`src/rtl/chaos_pkg.sv`:
```
// Shared constants and state encoding for the chaos S-box loader.
package chaos_pkg;
  localparam int SBOX_WIDTH = 8;
  localparam int SBOX_DEPTH = 1 << SBOX_WIDTH;
  localparam int EMIT_W     = SBOX_WIDTH + 1;

  typedef enum logic [1:0] {
    ST_IDLE     = 2'd0,
    ST_FILL     = 2'd1,
    ST_FALLBACK = 2'd2,
    ST_DONE     = 2'd3
  } state_e;

  function automatic logic [15:0] sat_inc16(input logic [15:0] v);
    return (v == 16'hFFFF) ? v : v + 16'd1;
  endfunction
endpackage

```
`src/rtl/sbox_perm_loader_used_bitmap.sv`:
```
// One flag per S-box value: sync clear-all, single set port, two async read ports.
module used_bitmap
  import chaos_pkg::*;
#(
  parameter int W = SBOX_WIDTH,
  parameter int D = 1 << W
) (
  input  logic         clk,
  input  logic         reset_n,
  input  logic         i_clr,
  input  logic         i_set_en,
  input  logic [W-1:0] i_set_idx,
  input  logic [W-1:0] i_rd0_idx,
  input  logic [W-1:0] i_rd1_idx,
  output logic         o_rd0_used,
  output logic         o_rd1_used
);
  logic [D-1:0] r_used;

  always_ff @(posedge clk or negedge reset_n) begin
    if (!reset_n)      r_used            <= '0;
    else if (i_clr)    r_used            <= '0;
    else if (i_set_en) r_used[i_set_idx] <= 1'b1;
  end

  assign o_rd0_used = r_used[i_rd0_idx];
  assign o_rd1_used = r_used[i_rd1_idx];
endmodule

```
`src/rtl/sbox_perm_loader.sv`:
```
// Builds a bijective S-box from a chaos byte stream, emitting one entry per unique byte;
// long duplicate streaks fall back to an ascending scan for the smallest unused value.
module sbox_perm_loader
  import chaos_pkg::*;
#(
  parameter int MAX_REJECT = 64
) (
  input  logic                  clk,
  input  logic                  reset_n,
  input  logic                  start,
  input  logic                  chaos_valid,
  input  logic [SBOX_WIDTH-1:0] chaos_data,
  output logic                  chaos_ready,
  output logic                  sbox_valid,
  output logic [SBOX_WIDTH-1:0] sbox_out,
  output logic                  busy,
  output logic                  done,
  output logic [15:0]           reject_cnt
);
  localparam logic [7:0]        MAX_REJ  = 8'(MAX_REJECT);
  localparam logic [EMIT_W-1:0] LAST_IDX = EMIT_W'(SBOX_DEPTH - 1);
  localparam logic [EMIT_W-1:0] ONE_E    = EMIT_W'(1);

  state_e                r_state;
  logic [EMIT_W-1:0]     r_emit_cnt;
  logic [EMIT_W-1:0]     r_scan_idx;
  logic [7:0]            r_streak;
  logic [15:0]           r_reject_cnt;
  logic                  r_sbox_valid;
  logic [SBOX_WIDTH-1:0] r_sbox_out;
  logic                  r_done;

  logic                  w_in_fill, w_in_fb, w_accept;
  logic                  w_chaos_used, w_scan_used;
  logic                  w_fill_new, w_fill_dup, w_fb_new;
  logic                  w_set_en, w_clr, w_last;
  logic [SBOX_WIDTH-1:0] w_set_idx;
  logic [7:0]            w_streak_inc;

  assign w_in_fill    = (r_state == ST_FILL);
  assign w_in_fb      = (r_state == ST_FALLBACK);
  assign w_accept     = w_in_fill && chaos_valid;
  assign w_fill_new   = w_accept && !w_chaos_used;
  assign w_fill_dup   = w_accept &&  w_chaos_used;
  // scan_idx[8] cannot rise while an unused value remains; it only guards the probe.
  assign w_fb_new     = w_in_fb && !r_scan_idx[SBOX_WIDTH] && !w_scan_used;
  assign w_set_en     = w_fill_new || w_fb_new;
  assign w_set_idx    = w_in_fill ? chaos_data : r_scan_idx[SBOX_WIDTH-1:0];
  assign w_clr        = (r_state == ST_IDLE) && start;
  assign w_last       = (r_emit_cnt == LAST_IDX);
  assign w_streak_inc = r_streak + 8'd1;

  used_bitmap #(.W(SBOX_WIDTH), .D(SBOX_DEPTH)) u_used (
    .clk        (clk),
    .reset_n    (reset_n),
    .i_clr      (w_clr),
    .i_set_en   (w_set_en),
    .i_set_idx  (w_set_idx),
    .i_rd0_idx  (chaos_data),
    .i_rd1_idx  (r_scan_idx[SBOX_WIDTH-1:0]),
    .o_rd0_used (w_chaos_used),
    .o_rd1_used (w_scan_used)
  );

  always_ff @(posedge clk or negedge reset_n) begin
    if (!reset_n) begin
      r_state      <= ST_IDLE;
      r_emit_cnt   <= '0;
      r_scan_idx   <= '0;
      r_streak     <= '0;
      r_reject_cnt <= '0;
      r_sbox_valid <= 1'b0;
      r_sbox_out   <= '0;
      r_done       <= 1'b0;
    end else begin
      r_sbox_valid <= w_set_en;
      r_sbox_out   <= w_set_en ? w_set_idx : '0;
      r_done       <= w_set_en && w_last;
      case (r_state)
        ST_IDLE: begin
          if (start) begin
            r_emit_cnt   <= '0;
            r_scan_idx   <= '0;
            r_streak     <= '0;
            r_reject_cnt <= '0;
            r_state      <= ST_FILL;
          end
        end
        ST_FILL: begin
          if (w_fill_new) begin
            r_emit_cnt <= r_emit_cnt + ONE_E;
            r_streak   <= '0;
            if (w_last) r_state <= ST_DONE;
          end else if (w_fill_dup) begin
            r_reject_cnt <= sat_inc16(r_reject_cnt);
            r_streak     <= w_streak_inc;
            if (w_streak_inc == MAX_REJ) r_state <= ST_FALLBACK;
          end
        end
        ST_FALLBACK: begin
          // Values below scan_idx are all used, so the scan never rewinds.
          r_scan_idx <= r_scan_idx + ONE_E;
          if (w_fb_new) begin
            r_emit_cnt <= r_emit_cnt + ONE_E;
            r_streak   <= '0;
            r_state    <= w_last ? ST_DONE : ST_FILL;
          end
        end
        ST_DONE: r_state <= ST_IDLE;
        default: r_state <= ST_IDLE;
      endcase
    end
  end

  assign chaos_ready = w_in_fill;
  assign busy        = w_in_fill || w_in_fb;
  assign sbox_valid  = r_sbox_valid;
  assign sbox_out    = r_sbox_out;
  assign done        = r_done;
  assign reject_cnt  = r_reject_cnt;
endmodule

```
`config.mk`:
```
export PLATFORM = sky130hd
export DESIGN_NAME = sbox_perm_loader
export DESIGN_NICKNAME = d
export VERILOG_FILES = /design/src/rtl/chaos_pkg.sv /design/src/rtl/sbox_perm_loader_used_bitmap.sv /design/src/rtl/sbox_perm_loader.sv
export SDC_FILE = /design/constraint.sdc
export NUM_CORES = 1
export LEC_CHECK = 0
export ABC_CLOCK_PERIOD_IN_PS = 6050
export CORE_MARGIN = 1.5
export CORE_UTILIZATION = 43
export CTS_BUF_LIST = sky130_fd_sc_hd__clkbuf_16
export DETAILED_ROUTE_END_ITERATION = 16
export PLACE_DENSITY = 0.57
export SLEW_MARGIN = 5
export SYNTH_ARGS = -nofsm -noshare
export SYNTH_HDL_FRONTEND = slang
export SYNTH_SLANG_ARGS = --single-unit
```
`constraint.sdc`:
```
create_clock -name clk -period 6.05 [get_ports clk]
set_input_delay 1.815 -clock clk [delete_from_list [all_inputs] [get_ports clk]]
set_output_delay 1.815 -clock clk [all_outputs]
set_load 0.05 [all_outputs]
```
-- After elaboration in Yosys (flattened, before gate mapping)
Cells that the tools add are included.
- output and inout bits: 28
- flip-flop bits (word level): 310
- input port bits: 12
- add/subtract/negate cells: 4
- mux-type cells: 33
- eq/ne operators: 15
- bitwise gates (word level): 1
- reduce and logical (&&, ||, !) cells: 23
- $lt $le $gt $ge: 4
- operators by type and width (kind ; count):
    2-to-1 mux 256 bit ; 2
    bitwise OR 256 bit ; 1
    2-to-1 mux 16 bit ; 4
    2-to-1 mux 8 bit ; 6
    one-hot mux 16 bit (2 select lines) ; 1
    < comparator 8 x 9 -> 1 bit, second input constant ; 3
    2-to-1 mux 9 bit ; 3
    one-hot mux 9 bit (3 select lines) ; 1
    one-hot mux 8 bit (3 select lines) ; 1
    adder 9 x 1 -> 9 bit, second input constant ; 2
    one-hot mux 9 bit (2 select lines) ; 1
    adder 16 x 1 -> 16 bit, second input constant ; 1
    binary-select mux 1 bit (select 8 bit) ; 2
    equality test 16 bit, second input constant ; 1
    2-to-1 mux 2 bit ; 7
    AND reduction 5 bit ; 2
    equality test 9 x 8 -> 1 bit, second input constant ; 1
    adder 8 x 1 -> 8 bit, second input constant ; 1
    demux 1 bit (select 8 bit) ; 1
    equality test 8 x 7 -> 1 bit, second input constant ; 1
    >= comparator 8 x 1 -> 1 bit, second input constant ; 1
    logical AND 1 bit ; 8
    one-hot mux 2 bit (4 select lines) ; 1
    AND reduction 4 bit ; 2
    13 further kinds ; 26

-- Logic depth before layout (Yosys ltp)
Gate-level depths: netlist of the first run.
- word-level depth: 9
- depth in mapped cells: 17
- gate-level depth less buffers: 10

-- Modules after synthesis
A second synthesis of the first run with hierarchy kept.
- cells, all modules: 1663
- area total of the unflattened synthesis: 16647.2 sq um
- by module, submodules not included (module ; sequential area each (sq um) ; cells each ; instances ; area each (sq um)):
    used_bitmap ; 6406.1 ; 1345 ; 1 ; 13579.3
    sbox_perm_loader ; 1351.3 ; 318 ; 1 ; 3067.9

-- Worst setup path after synthesis of the first run
Ideal clock, no wire load.
- path type: input -> register
- start point: input chaos_data[0]
- end point: register r_emit_cnt[7]
- library setup time: 0.122 ns
- buffers on the path: 3
- stages: 12
- arrival time: 4.427 ns
- data required time: 5.928 ns
- path slack: 1.502 ns
- cells stage by stage: buf_6 > buf_8 > mux4_1 > mux4_2 > nand2_1 > nand3_1 > o311ai_2 > a32oi_4 > o21ai_1 > buf_2 > nand3_1 > a32o_1
- longest elaborated chain between the ends: 6
- RTL lines (element ; RTL line ; RTL):
    from (decl) ; sbox_perm_loader.sv:12 ; input logic [SBOX_WIDTH-1:0] chaos_data,
    binary-select mux 1 bit (select 8 bit) ; sbox_perm_loader_used_bitmap.sv:26 ; assign o_rd0_used = r_used[i_rd0_idx];
    2-to-1 mux 1 bit (not written as such) ; sbox_perm_loader_used_bitmap.sv:26 ;
    zero test 1 bit ; sbox_perm_loader.sv:43 ; assign w_fill_new = w_accept && !w_chaos_used;
    logical AND 1 bit ; sbox_perm_loader.sv:43 ;
    != test 2 x 1 -> 1 bit (no source line) ; -- ;
    AND reduction 4 bit (no source line) ; -- ;
    to (signal assigned) ; sbox_perm_loader.sv:91 ; r_emit_cnt <= r_emit_cnt + ONE_E;
    to (signal assigned) ; sbox_perm_loader.sv:104 ; r_emit_cnt <= r_emit_cnt + ONE_E;
    to (decl) ; sbox_perm_loader.sv:25 ; logic [EMIT_W-1:0] r_emit_cnt;
No other way between the ends. The select of a mux whose other input is x is not followed.
A chain may end at the register's enable or synchronous reset.

-- Final worst setup path of the first run
- start point: input chaos_data[3]
- end point: register u_used.r_used[85]
- elaborated cells between the ends (all ways): 15
- those cells by class: order compare (2); mux (7); bitwise (1); reduce/logical (5)
- RTL lines (element ; RTL line ; RTL):
    binary-select mux 1 bit (select 8 bit) ; sbox_perm_loader_used_bitmap.sv:26 ;
    2-to-1 mux 1 bit (not written as such) ; sbox_perm_loader_used_bitmap.sv:26 ;
    zero test 1 bit ; sbox_perm_loader.sv:43 ;
    logical AND 1 bit ; sbox_perm_loader.sv:43 ;
    logical OR 1 bit ; sbox_perm_loader.sv:47 ; assign w_set_en = w_fill_new || w_fb_new;
    named net u_used.i_set_en ; sbox_perm_loader_used_bitmap.sv:11 ; input logic i_set_en,
    nonzero test 2 bit (no source line) ; -- ;
    to (signal assigned) ; sbox_perm_loader_used_bitmap.sv:21 ; if (!reset_n) r_used <= '0;
    to (signal assigned) ; sbox_perm_loader_used_bitmap.sv:22 ; else if (i_clr) r_used <= '0;
    to (signal, indexed assignment) ; sbox_perm_loader_used_bitmap.sv:23 ; else if (i_set_en) r_used[i_set_idx] <= 1'b1;
    to (decl) ; sbox_perm_loader_used_bitmap.sv:18 ; logic [D-1:0] r_used;
The timed path passes the listed nets, and every way through them passes these cells. The select of a mux whose other input is x is not followed.

==> reports/summary.txt, run 1 <==
status: complete, no violations
Core Box Area: 38,900 um^2
Root Driver: clkbuf_16
fin crit period: 5.40 ns
Worst R2R Path Depth: 10
latest clock arrival within the worst-skew pair: 0.56 ns
WL final: 56,800 um
Mean Syn Cell Area: 10.1 um^2
hpwl dp: 39,300 um
Max Cap Viol: 0
Hold Crit Class: flip-flop to flip-flop
initial cell density of the core: 43.9%
DR iter-0 viols: 1,442
total track usage: 28.4%
Setup Crit Path Kind: input pin to flip-flop
Ys Warns: 0
Post-layout nets: 1,709
number of flops mapped to enable cells by yosys: 0
Slowest-stage cell, CP: clkdlybuf4s50_1
switch share: 39.8%
post-route ant nets: 0
CTS tree: built
Num CTS Buffers: 37
Ports: 40
final hold violation count: 0
Primary FF master, synth: dfrtp_1
Avg WL per Cell: 25.4 um
worst path cell trace: clkdlybuf4s50_1 > nor2b_1 > a22oi_1 > nand2_1 > o21ai_0 > o311ai_2 > a32oi_4 > o21a_1 > inv_6 > nand2_2 > buf_4 > o21ai_0
layout cells sized above 1: 12.6%
clock share of power: 29.6%
RSZ-0062 raised after global routing: false
P&R area growth vs syn: 11.2%
maximum root-to-sink buffer count: 3
crit path capture type: flip-flop
Hold Crit Start: r_emit_cnt[4]
H-tree Lvls: 2
Worst Path Arrival: 5.86 ns
critical path's largest stage delay: 0.86 ns
number of port buffers: 39
post-synthesis register bit count: 310
Worst-path clk slew: 0.06 ns
Final GP Congestion: 0.942
setup bufs post-CTS: 0
pins over their slew limit: 0
clock skew: 0.0157 ns
Worst R2R Setup Slack: 1.32 ns
type of origin of the critical path: input pin
Fmax: 185 MHz
vias per inst: 6.18
Sw Pwr: 2.89 mW
final setup margin: 0.646 ns
Synth cell types: 74
pwr/cell area: 381 nW/um^2
Post-synth ARST share: 100%
vias in the first global route: 13,502
vias: 13,809
Setup TNS: 0 ns
Die H: 202 um
CTS-repair resized insts: 0
first-pass GRT wire length: 87,700 um
initial antenna violation count: 1
Sequential Power Share: 36.1%
Worst-Margin Slew: 1.05 ns
Comb power frac: 34.2%
Worst Hold End: r_emit_cnt[4]
fin crit share: 89.3%
synthesized cell area: 17,100 um^2
Int Power: 4.36 mW
CTS sink count: 310
R2R Path Start: r_scan_idx[0]
Pleak: 7.87 nW
Crit path top cell by count: o21ai_0
CP Data Required Time: 6.51 ns
# hold bufs at CTS: 0
DRC Markers: 0
worst ir drop on vdd: 210 uV
Worst Hold Depth: 1
CP max FO: 64
Seq/Total Area, Yosys: 45.4%
largest net degree at the start of global routing: 150
worst reg2reg endpoint: r_streak[3]
headroom to the max-slew limit: 29.7%
hold_ws: 0.494 ns
pre-CTS WS: 0.131 ns
# diodes: 0
Net Count, Synth: 1,715
final setup fails: 0
Gate Count Post-Synth: 1,693
router iterations before antenna repair: 6
die area: 41,000 um^2
GRT Residual Overflow: 0
row cnt: 72
Die W: 202 um
==> state kept, by name (all words and copies together) (netlist names) <==
signal         flops
r_scan_idx         9
r_state            2
done               1
reject_cnt        16
sbox_valid         1
r_streak           8
r_emit_cnt         9
u_used.r_used    256
sbox_out           8
==> power by group through the flow <==
stage               Combinational (mW)  Clock [mW]  Sequential, mW
finish                            2.48        2.15            2.62
CTS                               2.47        2.18            2.62
global placement                  2.44           0            2.64
floorplan                         1.67           0            2.61
detailed placement                2.46           0            2.66
global route                      2.65        2.28            2.66
==> logic make-up after synthesis <==
logic type | after synthesis | share of synthesized area, %
AOI/OAI and AO/OA | 435 | 15.3
xor gates and xnor gates | 8 | 0.410
adders and majority gates | 10 | 0.732
buffers and inverters | 157 | 4.66
DFF | 310 | 45.4
muxes | 205 | 19.4
and+or+nand+nor | 568 | 14.1
==> cells in the mapped netlist (all sizes together) (5+ instances only) <==
library cell | number | area (um^2)
clkbuf | 71 | 275
and3 | 7 | 43.8
nand4 | 8 | 50.1
o2bb2ai | 7 | 61.3
dfrtp | 310 | 7760
nor2b | 11 | 68.8
nor2 | 62 | 233
or4 | 7 | 52.6
nand3 | 47 | 235
o211ai | 11 | 82.6
ha | 10 | 125
o21ai | 280 | 1410
a21oi | 33 | 165
nand2 | 373 | 1410
a22oi | 29 | 218
and2 | 8 | 50.1
inv | 28 | 110
o31ai | 9 | 67.6
o22a | 5 | 43.8
xor2 | 6 | 52.6
mux2i | 99 | 991
a31oi | 5 | 31.3
mux2 | 9 | 105
nand2b | 17 | 106
o22ai | 12 | 75.1
buf | 57 | 408
nor3 | 14 | 70.1
mux4 | 97 | 2230
==> cell usage in the layout, fill, tap and decap left out, types with 4 or more instances in the layout <==
cell / synthesis / routed
or2_2: 4 / 4
xor2_1: 6 / 6
a31oi_1: 5 / 5
and2_1: 8 / 8
clkinv_2: 0 / 7
o21ai_0: 245 / 245
a22oi_1: 29 / 29
inv_1: 27 / 38
o31ai_1: 9 / 9
mux2_2: 8 / 8
dfrtp_1: 310 / 307
o22a_1: 5 / 5
nor4_1: 4 / 4
nand2b_1: 17 / 17
a31o_2: 4 / 4
buf_4: 7 / 39
and3_1: 7 / 7
clkdlybuf4s50_1: 0 / 36
o22ai_1: 12 / 12
nor2b_1: 11 / 11
nand2_2: 4 / 4
o21ai_1: 34 / 34
buf_12: 1 / 5
o211ai_1: 11 / 11
clkbuf_16: 0 / 39
mux4_1: 12 / 12
nand4_1: 8 / 8
o2bb2ai_1: 7 / 7
mux2i_1: 99 / 99
nor3_1: 14 / 14
mux4_2: 85 / 85
nand2_1: 369 / 368
or4_1: 7 / 7
nor2_1: 62 / 62
a21oi_1: 33 / 33
clkinv_1: 1 / 7
nand3_1: 47 / 47
ha_1: 10 / 10
==> per-layer routing <==
| layer | share of wire (%) | wire, um | GRT usage, % |
|---|---|---|---|
| met3 | 5.6 | 3190 | 4.35 |
| met4 | 3.9 | 2220 | 10.8 |
| met2 | 46 | 26400 | 44.1 |
| met5 | 0.023 | 13 | 0 |
| met1 | 44 | 25000 | 40.2 |
==> per-stage QoR <==
step	instances	utilization [%]	total power, mW	cell area (um^2)
after floorplan	1693	-	4.28	17100
after global placement	2166	45.9	5.09	17900
after detailed placement	2166	45.9	5.12	17900
after CTS	2233	48.9	7.28	19000
after global routing	2233	48.9	7.59	19000
final	2233	48.9	7.25	19000
==> worst max-delay path, delay by kind of cell <==
kind | cells | cell delay, ns
AO/OA/AOI/OAI | 6 | 1.66
buffers and inverters | 3 | 1.25
AND/OR/NAND/NOR | 3 | 1.04
==> cell type report <==
cell class              instances  area (um^2)
inverters                      29          114
well taps                     518          648
multi-input cells            1226         8560
fillers                      3644        19900
clock inverters                28          175
flip-flops and latches        310         7760
repair buffers                 83          785
clock buffers                  39          976
==> how the worst max path moves through the flow <==
stage,start,end
floorplan,chaos_data[0],r_emit_cnt[7]
global placement,chaos_data[3],u_used.r_used[231]
detailed placement,chaos_data[3],u_used.r_used[228]
CTS,chaos_data[3],u_used.r_used[217]
global route,chaos_data[3],u_used.r_used[247]
finish,chaos_data[3],u_used.r_used[85]
Note: power is estimated with default switching activity, not from simulation.
==> inputs of run 2 (changes only) <==
- CTS_CLUSTER_SIZE: not set -> 25
- PLACE_DENSITY: 0.57 -> 0.65
==> run 2 against run 1 <==
Final cell count shrank 0.18%; total power shrank 0.86%; core utilization is essentially flat; clock power is essentially flat; hold slack is essentially flat; non-clock buffer count grew 2; worst setup slack gained 0.25 ns; first-iteration DRC count grew 26%; final area is essentially flat; count of clock-buffer cells in the layout shrank 2; fmax grew 4.9%; clock skew is essentially flat; critical endpoint is now reject_cnt[7]; highest routed layer is now met4.
==> reports/summary.txt, run 2 (synthesis results as in run 1) <==
# diodes: 0 (unchanged)
die area: 41,000 um^2 (unchanged)
hpwl dp: 37,000 um (was 39,300 um)
Hold Crit Class: flip-flop to flip-flop (unchanged)
Die H: 202 um (unchanged)
DR iter-0 viols: 1,821 (was 1,442)
router iterations before antenna repair: 6 (unchanged)
vias in the first global route: 13,860 (was 13,502)
WL final: 53,700 um (was 56,800 um)
# hold bufs at CTS: 0 (unchanged)
Int Power: 4.38 mW (was 4.36 mW)
Crit path top cell by count: a311o_1 (was o21ai_0)
final setup fails: 0 (unchanged)
initial antenna violation count: 0 (was 1)
maximum root-to-sink buffer count: 3 (unchanged)
CTS tree: built (unchanged)
largest register by flop count: u_used.r_used (unchanged)
Setup TNS: 0 ns (unchanged)
number of port buffers: 39 (unchanged)
DRC Markers: 0 (unchanged)
clock share of power: 29.8% (was 29.6%)
Worst Path Arrival: 5.56 ns (was 5.86 ns)
Sw Pwr: 2.81 mW (was 2.89 mW)
Worst-Margin Slew: 1.18 ns (was 1.05 ns)
Filler cells: 3,578 (was 3,644)
row cnt: 72 (unchanged)
Die W: 202 um (unchanged)
max FFs per register: 256 (unchanged)
CTS sink count: 310 (unchanged)
type of origin of the critical path: input pin (unchanged)
WL met3: 4280 um (was 3190 um)
Buf/Inv on CP: 2 (was 3)
layout cells sized above 1: 12.6% (about the same)
Worst-path clk slew: 0.06 ns (about the same)
largest net degree at the start of global routing: 123 (was 150)
Top delay family on crit path: compound AO/OA/AOI/OAI gates (unchanged)
commonest non-fill, non-tap cell in the layout: nand2_1 (unchanged)
hold_ws: 0.494 ns (about the same)
Root Driver: clkbuf_16 (unchanged)
CP max FO: 26 (was 64)
most frequent cells in the layout: nand2_1, dfrtp_1, o21ai_0, mux2i_1, mux4_2 (unchanged)
CP Data Required Time: 6.45 ns (was 6.51 ns)
crit path capture type: flip-flop (unchanged)
Ports: 40 (unchanged)
worst ir drop on vdd: 277 uV (was 210 uV)
critical path's largest stage delay: 0.85 ns (was 0.86 ns)
worst path cell trace: clkdlybuf4s50_1 > buf_4 > mux4_2 > nand2_1 > a311o_1 > o311a_1 > a32oi_4 > nand2_2 > or2_2 > a311o_1 (was clkdlybuf4s50_1 > nor2b_1 > a22oi_1 > nand2_1 > o21ai_0 > o311ai_2 > a32oi_4 > o21a_1 > inv_6 > nand2_2 > buf_4 > o21ai_0)
Sequential Power Share: 36.6% (was 36.1%)
Core Box Area: 38,900 um^2 (unchanged)
Comb power frac: 33.6% (was 34.2%)
RSZ-0062 raised after global routing: false (unchanged)
final hold violation count: 0 (unchanged)
Fmax: 194 MHz (was 185 MHz)
Setup Crit Path Kind: input pin to flip-flop (unchanged)
Max Cap Viol: 0 (unchanged)
switch share: 39.1% (was 39.8%)
Post-layout nets: 1,710 (was 1,709)
CTS-repair resized insts: 0 (unchanged)
Num CTS Buffers: 36 (was 37)
latest clock arrival within the worst-skew pair: 0.53 ns (was 0.56 ns)
total track usage: 26.8% (was 28.4%)
headroom to the max-slew limit: 21.2% (was 29.7%)
Final GP Congestion: 0.995 (was 0.942)
setup bufs post-CTS: 0 (unchanged)
fin crit period: 5.15 ns (was 5.40 ns)
status: complete, no violations (unchanged)
pins over their slew limit: 0 (unchanged)
vias per inst: 6.30 (was 6.18)
first-pass GRT wire length: 84,200 um (was 87,700 um)
H-tree Lvls: 2 (unchanged)
initial cell density of the core: 43.9% (unchanged)
Pleak: 7.85 nW (was 7.87 nW)
GRT Residual Overflow: 0 (unchanged)
pwr/cell area: 378 nW/um^2 (was 381 nW/um^2)
M1 WL: 22,300 um (was 25,000 um)
P&R area growth vs syn: 11.3% (was 11.2%)
clock skew: 0.0155 ns (was 0.0157 ns)
Top Metal Used: met4 (was met5)
fin crit share: 85.2% (was 89.3%)
vias: 14,042 (was 13,809)
Slowest-stage cell, CP: clkdlybuf4s50_1 (unchanged)
Avg WL per Cell: 24.1 um (was 25.4 um)
post-route ant nets: 0 (unchanged)
routed wl met2: 24,500 um (was 26,400 um)
run 2: changes by cell type in the layout (fill, tap and decap cells not counted):
cell / previous run / this run
inv_1: 38 / 33
clkinv_1: 7 / 9
clkinv_2: 7 / 3
clkbuf_16: 39 / 37
inv_6: 2 / 1
buf_12: 5 / 6
clkinvlp_4: 1 / 2
buf_4: 39 / 40
bufinv_16: 2 / 4
clkinv_4: 0 / 1
run 2: through the flow:
step / instances / area, um^2 / power, mW / setup slack [ns] / utilization [%]
2_1_floorplan: 1693 / 17100 / 4.28 / 1.50 / -
3_3_place_gp: 2168 / 17900 / 5.01 / 0.529 / 46.0
3_5_place_dp: 2168 / 17900 / 5.05 / 0.450 / 46.0
4_1_cts: 2229 / 19000 / 7.20 / 0.992 / 48.9
5_1_grt: 2229 / 19000 / 7.52 / 0.658 / 48.9
6_report: 2229 / 19000 / 7.19 / 0.896 / 48.9
run 2: power groups by stage:
stage               Combinational (mW)  Sequential [mW]  Clock, mW
global route                      2.59             2.68       2.26
finish                            2.42             2.63       2.14
CTS                               2.39             2.63       2.17
detailed placement                2.38             2.67          0
global placement                  2.35             2.66          0
floorplan                         1.67             2.61          0
run 2: layout make-up:
cell class	count	area (um^2)	area share, %
repair buffers	85	812	4.27
flip-flops and latches	310	7760	40.8
well taps	518	648	3.41
inverters	29	114	0.598
clock buffers	37	926	4.86
multi-input cells	1226	8560	45.0
clock inverters	24	211	1.11
run 2: layer usage:
layer  track usage (%)  vias up
met5                 0        -
met4              12.1        0
met3              5.06      147
met2              41.1      682
met1              36.9     7106
li1                  -     6107
run 2: path summary, 6_finish.rpt:
check	start	endpoint	slack [ns]	depth (start not counted)
setup / recovery	chaos_data[4]	reject_cnt[7]	0.90	10
max in group asynchronous	reset_n	u_used.r_used[149]	3.60	2
hold / removal	r_emit_cnt[3]	r_emit_cnt[3]	0.49	1
setup reg to reg	r_scan_idx[0]	r_streak[2]	1.04	11
min in group asynchronous	reset_n	u_used.r_used[187]	1.30	1
hold reg to reg	r_emit_cnt[3]	r_emit_cnt[3]	0.49	1
==> inputs of run 3 (changes only) <==
- RECOVER_POWER: not set -> 25
==> run 3 against run 2 <==
The flow now finishes with violations (capacitance limit, slew limit); fmax rose by 0.19%; final area is essentially flat; register-to-register slack barely moved; clock skew hardly changed; hold slack hardly changed; total power hardly changed; count of clock-buffer cells in the layout unchanged; highest routed layer unchanged.
==> reports/summary.txt, run 3 (synthesis results as in run 1) <==
# hold bufs at CTS: 0 (unchanged)
number of port buffers: 39 (unchanged)
Fmax: 194 MHz (about the same)
hpwl dp: 37,000 um (unchanged)
fin crit period: 5.14 ns (was 5.15 ns)
# diodes: 0 (unchanged)
worst ir drop on vdd: 277 uV (about the same)
crit path capture type: flip-flop (unchanged)
Avg WL per Cell: 24.0 um (was 24.1 um)
Slowest-stage cell, CP: clkdlybuf4s50_1 (unchanged)
Worst-Margin Slew: 2.28 ns (was 1.18 ns)
worst path cell trace: clkdlybuf4s50_1 > buf_4 > mux4_2 > nand2_1 > a311o_1 > o311a_1 > a32oi_4 > nand2_2 > or2_2 > a311o_1 (unchanged)
vias in the first global route: 13,860 (unchanged)
Setup Crit Path Kind: input pin to flip-flop (unchanged)
initial antenna violation count: 0 (unchanged)
latest clock arrival within the worst-skew pair: 0.53 ns (about the same)
Worst Hold Depth: 1 (unchanged)
Buf/Inv on CP: 2 (unchanged)
Ports: 40 (unchanged)
Die W: 202 um (unchanged)
type of origin of the critical path: input pin (unchanged)
vias per inst: 6.29 (was 6.30)
pins over their slew limit: 88 (was 0)
Root Driver: clkbuf_16 (unchanged)
P&R area growth vs syn: 11.2% (was 11.3%)
Top delay family on crit path: compound AO/OA/AOI/OAI gates (unchanged)
Max Cap Viol: 1 (was 0)
Core Box Area: 38,900 um^2 (unchanged)
initial cell density of the core: 43.9% (unchanged)
most frequent cells in the layout: nand2_1, dfrtp_1, o21ai_0, mux2i_1, mux4_2 (unchanged)
max FFs per register: 256 (unchanged)
setup bufs post-CTS: 0 (unchanged)
Worst R2R Path Depth: 11 (unchanged)
row cnt: 72 (unchanged)
final hold violation count: 0 (unchanged)
CP startpoint: chaos_data[4] (unchanged)
CP Data Required Time: 6.45 ns (about the same)
Levels on crit path: 10 (unchanged)
status: finished, violations left (was complete, no violations)
failing checks: capacitance limit, slew limit
headroom to the max-slew limit: -51.9% (was 21.2%)
fin crit share: 85.0% (was 85.2%)
largest net degree at the start of global routing: 123 (unchanged)
Hold Crit Class: flip-flop to flip-flop (unchanged)
layout cells sized above 1: 12.6% (unchanged)
vias: 14,027 (was 14,042)
Pleak: 7.85 nW (about the same)
WL final: 53,600 um (was 53,700 um)
CTS tree: built (unchanged)
Num CTS Buffers: 36 (unchanged)
Worst-path clk slew: 0.06 ns (about the same)
commonest non-fill, non-tap cell in the layout: nand2_1 (unchanged)
final setup fails: 0 (unchanged)
Setup TNS: 0 ns (unchanged)
Hold Crit Start: r_emit_cnt[3] (unchanged)
post-route ant nets: 0 (unchanged)
GRT Residual Overflow: 0 (unchanged)
total track usage: 26.8% (unchanged)
first-pass GRT wire length: 84,200 um (unchanged)
Die H: 202 um (unchanged)
CTS sink count: 310 (unchanged)
final core occ: 48.9% (about the same)
die area: 41,000 um^2 (unchanged)
DRC Markers: 0 (unchanged)
Final Total Pwr: 7.19 mW (about the same)
router iterations before antenna repair: 6 (unchanged)
R2R Path Start: r_scan_idx[0] (unchanged)
DR iter-0 viols: 1,821 (unchanged)
Worst Path Arrival: 5.55 ns (was 5.56 ns)
Post-layout nets: 1,710 (unchanged)
Final GP Congestion: 0.995 (unchanged)
pwr/cell area: 378 nW/um^2 (about the same)
clock skew: 0.0154 ns (was 0.0155 ns)
maximum root-to-sink buffer count: 3 (unchanged)
RSZ-0062 raised after global routing: false (unchanged)
CP max FO: 26 (unchanged)
critical path's largest stage delay: 0.85 ns (about the same)
Crit path top cell by count: a311o_1 (unchanged)
H-tree Lvls: 2 (unchanged)
CTS-repair resized insts: 0 (unchanged)
largest register by flop count: u_used.r_used (unchanged)
[run 3: cell types whose count changed in the layout (fill, tap and decap cells not counted)]
cell      change
buf_8         -1
clkbuf_2      +1
[run 3: final cells by class]
class	count	area [um^2]
multi-input combinational	1226	8560
fill	3579	19900
inverter	29	114
clock buffer	37	926
clock inverter	24	211
tap	518	648
sequential	310	7760
timing repair buffer	85	802
[run 3: worst register-to-register path: cells and delay by family (launching register included)]
family	cells	cell delay [ns]
AOI/OAI and AO/OA	7	2.40
buffers and inverters	2	0.72
DFF	1	0.98
muxes	1	0.40
and+or+nand+nor	1	0.41
[run 3: routing by layer]
layer	GRT usage [%]	up-vias	part of all wire, %
met1	36.9	7076	41
li1	-	6107	-
met4	12.1	0	4.9
met3	5.06	156	8.2
met2	41.1	688	45
met5	0	-	0
[run 3: stage by stage]
step	hold WS, ns	setup WS (ns)	std cells	cell area, um^2
global route	0.520	0.658	2229	19000
floorplan	0.454	1.50	1693	17100
detailed placement	0.483	0.450	2168	17900
global placement	0.478	0.529	2168	17900
CTS	0.494	0.992	2229	19000
finish	0.494	0.906	2229	19000
[run 3: worst paths after layout]
kind / end / slack (ns)
setup reg to reg: r_streak[2] / 1.05
hold / removal: r_emit_cnt[3] / 0.49
max in group asynchronous: r_scan_idx[0] / 2.42
min in group asynchronous: u_used.r_used[187] / 1.96
setup / recovery: reject_cnt[7] / 0.91
hold reg to reg: r_emit_cnt[3] / 0.49
[run 3: power by group]
group          leakage (nW)  internal [mW]  switching [mW]  total [mW]
clock network         0.573           1.27           0.867        2.14
logic                  2.98          0.815            1.60        2.42
registers              4.30           2.29           0.344        2.63
